### src/rtl/cla_pkg.sv
// Shared definitions for the pipelined carry-look-ahead adder: group width,
// latency helper and the generate/propagate vector type.
package cla_pkg;

  localparam int GROUP_W = 4;

  typedef struct packed {
    logic [GROUP_W-1:0] g;
    logic [GROUP_W-1:0] p;
  } gp_t;

  function automatic int cla_latency(input int width);
    return width / GROUP_W;
  endfunction

  function automatic gp_t cla_gp(input logic [GROUP_W-1:0] a, input logic [GROUP_W-1:0] b);
    gp_t r;
    r.g = a & b;
    r.p = a ^ b;
    return r;
  endfunction

endpackage

### src/rtl/cla_group4.sv
// Purely combinational 4-bit carry-look-ahead group. Every carry is written as
// a flat sum of products of g/p and ci, so no carry ripples inside the group.
module cla_group4
  import cla_pkg::*;
(
  input  logic [3:0] a,
  input  logic [3:0] b,
  input  logic       ci,
  output logic [3:0] s,
  output logic       co,
  output logic       c3
);

  gp_t        gp;
  logic [3:0] g;
  logic [3:0] p;
  logic       c1;
  logic       c2;

  assign gp = cla_gp(a, b);
  assign g  = gp.g;
  assign p  = gp.p;

  assign c1 = g[0] | (p[0] & ci);
  assign c2 = g[1] | (p[1] & g[0]) | (p[1] & p[0] & ci);
  assign c3 = g[2] | (p[2] & g[1]) | (p[2] & p[1] & g[0]) | (p[2] & p[1] & p[0] & ci);
  assign co = g[3] | (p[3] & g[2]) | (p[3] & p[2] & g[1]) | (p[3] & p[2] & p[1] & g[0])
            | (p[3] & p[2] & p[1] & p[0] & ci);

  assign s = p ^ {c3, c2, c1, ci};

endmodule

### src/rtl/pipelined_cla_adder.sv
// Pipelined adder/subtractor: one 4-bit look-ahead group per stage, group carry
// registered between stages, valid/ready flow control with a global stall.
module pipelined_cla_adder
  import cla_pkg::*;
#(
  parameter int WIDTH = 16
) (
  input  logic             clk,
  input  logic             rst,
  input  logic             in_valid,
  output logic             in_ready,
  input  logic [WIDTH-1:0] x,
  input  logic [WIDTH-1:0] y,
  input  logic             cin,
  input  logic             sub,
  output logic             out_valid,
  input  logic             out_ready,
  output logic [WIDTH-1:0] s,
  output logic             cout,
  output logic             ovf
);

  localparam int NSTG = cla_latency(WIDTH);

  if ((WIDTH % GROUP_W) != 0 || WIDTH < GROUP_W) begin : g_bad_width
    $error("pipelined_cla_adder: WIDTH must be a positive multiple of 4");
  end

  logic adv;

  // The whole pipeline stalls only when a finished result is refused.
  assign adv      = !(out_valid && !out_ready);
  assign in_ready = adv;

  for (genvar k = 0; k < NSTG; k++) begin : g_stage
    localparam int LO   = GROUP_W * k;
    localparam int HI   = LO + GROUP_W;
    localparam bit LAST = (k == NSTG - 1);

    logic              vin;
    logic              ci;
    logic [WIDTH-1:LO] xin;
    logic [WIDTH-1:LO] yin;
    logic [HI-1:0]     s_d;
    logic [3:0]        gs;
    logic              gco;
    logic              gc3;
    logic              v_q;
    logic              c_q;
    logic [HI-1:0]     s_q;

    if (k == 0) begin : g_in
      assign vin = in_valid;
      assign xin = x;
      assign yin = sub ? ~y : y;
      assign ci  = sub | cin;
      assign s_d = gs;
    end else begin : g_in
      assign vin = g_stage[k-1].v_q;
      assign xin = g_stage[k-1].g_fwd.x_q;
      assign yin = g_stage[k-1].g_fwd.y_q;
      assign ci  = g_stage[k-1].c_q;
      assign s_d = {gs, g_stage[k-1].s_q};
    end

    cla_group4 u_group (
      .a  (xin[HI-1:LO]),
      .b  (yin[HI-1:LO]),
      .ci (ci),
      .s  (gs),
      .co (gco),
      .c3 (gc3)
    );

    // NOTE: only valid bits and the visible output registers are reset; the
    // inner data registers are don't-care while their valid bit is low.
    always_ff @(posedge clk) begin
      if (rst) begin
        v_q <= 1'b0;
        if (LAST) begin
          s_q <= '0;
          c_q <= 1'b0;
        end
      end else if (adv) begin
        v_q <= vin;
        if (vin) begin
          s_q <= s_d;
          c_q <= gco;
        end
      end
    end

    if (!LAST) begin : g_fwd
      logic [WIDTH-1:HI] x_q;
      logic [WIDTH-1:HI] y_q;

      always_ff @(posedge clk) begin
        if (adv && vin) begin
          x_q <= xin[WIDTH-1:HI];
          y_q <= yin[WIDTH-1:HI];
        end
      end
    end else begin : g_out
      logic ovf_q;

      always_ff @(posedge clk) begin
        if (rst) begin
          ovf_q <= 1'b0;
        end else if (adv && vin) begin
          ovf_q <= gco ^ gc3;
        end
      end
    end
  end

  assign out_valid = g_stage[NSTG-1].v_q;
  assign s         = g_stage[NSTG-1].s_q;
  assign cout      = g_stage[NSTG-1].c_q;
  assign ovf       = g_stage[NSTG-1].g_out.ovf_q;

endmodule

### config.mk
export PLATFORM = sky130hd
export DESIGN_NAME = pipelined_cla_adder
export DESIGN_NICKNAME = d
export VERILOG_FILES = /design/src/rtl/cla_pkg.sv /design/src/rtl/cla_group4.sv /design/src/rtl/pipelined_cla_adder.sv
export SDC_FILE = /design/constraint.sdc
export NUM_CORES = 1
export LEC_CHECK = 0
export CELL_PAD_IN_SITES_DETAIL_PLACEMENT = 0
export CELL_PAD_IN_SITES_GLOBAL_PLACEMENT = 2
export CORE_UTILIZATION = 30
export DETAILED_ROUTE_END_ITERATION = 8
export DONT_BUFFER_PORTS = 1
export GPL_ROUTABILITY_DRIVEN = 0
export PLACE_DENSITY = 0.64
export SYNTH_ARGS = -nofsm -noshare
export SYNTH_HDL_FRONTEND = slang
export SYNTH_SLANG_ARGS = --single-unit
### constraint.sdc
create_clock -name clk -period 2.1 [get_ports clk]
set_input_delay 0.63 -clock clk [delete_from_list [all_inputs] [get_ports clk]]
set_output_delay 0.63 -clock clk [all_outputs]
set_load 0.005 [all_outputs]
==> metrics.md <==
| Metric | Value |
|---|---|
| Initial drt markers | 55 |
| XOR/XNOR Fraction of Synth Area | around 5.9% |
| CTS tree | built |
| Die X | about 120 µm |
| CTS max path bufs | 2 |
| DPL Wire Length | ~4300 µm |
| DRC | 0 |
| Hold_buf cts | 0 |
| Layout cells sized above 1 | under 10% |
| Final setup vio count | 0 |
| Post-synthesis cell area | 0.00386 mm² |
| Post-synth ARST share | 0% |
| Slowest cell delay on critical path | 0.41 ns |
| Max Cap Viol | 0 |
| # H-tree levels | 3 |
| WP buf/inv | 0 |
| Total clock sinks | 97 |
| Post-CTS Setup Repair Bufs | 0 |
| EDFF count, synth | 75 |
| Cells along the critical path | ha_1, a211oi_2, o21bai_2, nor4b_1, a311o_1 |
| Post-synthesis mux area share | less than 1% |
| #FFs+latches synth | 97 |
| Cell variety after synth | 34 |
| GR Util All Layers | under 10% |
| Average wire per standard cell | around 13 µm |
| Final net count | around 330 |
| Max-slew violation count | 0 |
| Vias in the first global route | between 1500 and 2000 |
| Utilization after layout | 35.0% |
| RSZ-0062 raised after global routing | false |
| Boundary Pins | slightly below 60 |
| Clock-pin slew on the worst setup and hold paths | 0.06 ns |
| Drt first pass iters | 4 |
| Nature of the critical path startpoint | register |
| Die height | between 100 and 150 µm |
| CP max FO | 4 |
| Syn Area/Cell | about 14 µm² |
| Die area | between 0.01 and 0.015 mm² |
| Syn nets | 327 |
| Number of warnings issued by yosys | 0 |
| Sequential share of the synthesized area | between 60 and 70% |
| GRT overflow | 0 |
| Fin. Hold Viols | 0 |
| Cells after Synth | between 200 and 300 |
| Synth Area in Simple Gates | 6.38% |
| Port bufs | 0 |
| Core Area | around 0.013 mm² |
| Fin crit period | 1.70 ns |
| CP endpoint kind | register |
| First-pass GRT wire length | about 9200 µm |
| Peak VDD IR | ~0.33 mV |
| Final setup TNS | 0 ns |
| Combinational family with the most area after synthesis | adder cells |
| Synth Area in Compound Gates | 6.61% |
| Vias | about 1800 |
| Largest net degree at the start of global routing | 27 |
| Worst path top cell family by delay | compound AO/OA/AOI/OAI gates |
| Tightest Pin Transition | just under 0.4 ns |
| Worst min path class | input port to register |
| Worst setup path category | register to register |
| Total Wirelength | 5730 µm |
| Initial antenna violation count | 0 |
| CP max-delay cell | edfxtp_1 |
| Post-route ant nets | 0 |
| Post-Synth Adder-Cell Area | slightly below 8% |
| ANT cells | 0 |
| LEAKAGE | about 1.6 nW |
| Slew headroom | ~74% |
| Clock buffer count from CTS | 9 |
| Synth-to-Final Area Change | 13.8% |
| Initial Util | between 30 and 40% |
| CP arrival | 1.98 ns |
| # rows | approximately 40 |
| Top_reg_cell synth | edfxtp_1 |
| Via density per instance | between 4 and 5 |
| Clock Skew | 0.00588 ns |
| Max Fclk | slightly below 600 MHz |
| Status | completed |
| Pwr dens | around 970 mW/mm² |
| Worst-Skew Late Latency | approximately 0.33 ns |
| Final period utilization | 81.1% |
| Clock root cell | clkbuf_16 |
| Required @ worst endpoint | about 2.4 ns |
| Post-CTS sizing | 0 |
==> synthesized netlist by cell type (2+ instances only) <==
library cell / number / share of area [%]
a211oi_1: 4 / 0.78
o21a_1: 2 / 0.39
o21bai_1: 2 / 0.39
and2_1: 3 / 0.49
nor2_1: 11 / 1.1
buf_2: 2 / 0.26
fa_1: 4 / 2.1
xnor2_1: 7 / 1.6
nand2_1: 33 / 3.2
dfxtp_1: 22 / 11
inv_1: 19 / 1.8
xor2_1: 19 / 4.3
edfxtp_1: 75 / 58
clkbuf_1: 3 / 0.29
a21oi_1: 19 / 2.5
buf_4: 2 / 0.39
a21o_1: 6 / 1.2
ha_1: 18 / 5.8
==> path summary, 6_finish.rpt <==
check,startpoint,to,slack [ns],cells after the start
worst min-delay path,rst,s[1]$_SDFFE_PP0P_,0.36,1
worst max-delay path,g_stage[2].g_fwd.x_q[12]$_DFFE_PP_,s[15]$_SDFFE_PP0P_,0.40,5
worst min register to register,g_stage[0].g_fwd.y_q[14]$_DFFE_PP_,g_stage[1].g_fwd.y_q[14]$_DFFE_PP_,0.42,0
worst max register to register,g_stage[2].g_fwd.x_q[12]$_DFFE_PP_,s[15]$_SDFFE_PP0P_,0.40,5
==> layout by cell type, fill, tap and decap left out, drive strengths merged, types with 7 or more instances in the layout <==
cell	synthesis	routed
a21oi	19	19
clkbuf	3	11
dfxtp	22	22
edfxtp	75	75
ha	18	18
inv	20	20
nand2	34	34
nor2	11	11
xnor2	7	7
xor2	19	19
==> state kept, by name (all words and copies together) (netlist names) <==
name               count
out_valid              1
g_stage.c_q            3
cout                   1
g_stage.s_q           24
ovf                    1
g_stage.g_fwd.y_q     24
g_stage.g_fwd.x_q     24
g_stage.v_q            3
s                     16
==> cells by family (layout without fill, tap and decap cells) <==
logic type / after synthesis / in the layout
XOR/XNOR: 26 / 26
AO/OA/AOI/OAI: 39 / 39
AND/OR/NAND/NOR: 54 / 54
flip-flops: 97 / 97
buffers and inverters: 28 / 40
adder cells (fa/ha/maj): 22 / 22
multiplexers: 1 / 1
==> power by group <==
group	internal, mW	switching (mW)	total, mW
registers	2.18	0.0318	2.22
logic	0.105	0.126	0.230
clock network	1.16	0.642	1.81
==> layer usage <==
layer  part of all wire [%]  wire length, µm  global-route usage, %
met2                     43             2450                   14.3
met1                     46             2660                   11.5
met3                    8.3              475                   3.71
met5                      0                0                      0
met4                    2.5              143                   5.45
==> through the flow <==
stage	setup slack, ns	std cells	hold WS [ns]	cell area (µm²)	power (mW)
after floorplan	0.00551	267	0.400	3870	2.45
after global placement	0.156	435	0.403	4060	2.49
after detailed placement	0.101	435	0.406	4060	2.50
final	0.397	451	0.360	4400	4.25
after CTS	0.408	451	0.346	4400	4.32
after global routing	0.177	451	0.335	4400	4.44
==> cell type report <==
cell class	instances	area [µm²]
sequential	97	2690
tap	172	215
clock inverter	5	104
multi-input combinational	142	1040
fill	1221	8170
clock buffer	11	233
timing repair buffer	4	30.0
inverter	20	77.6
No activity file was read; power rests on OpenSTA's default activity.
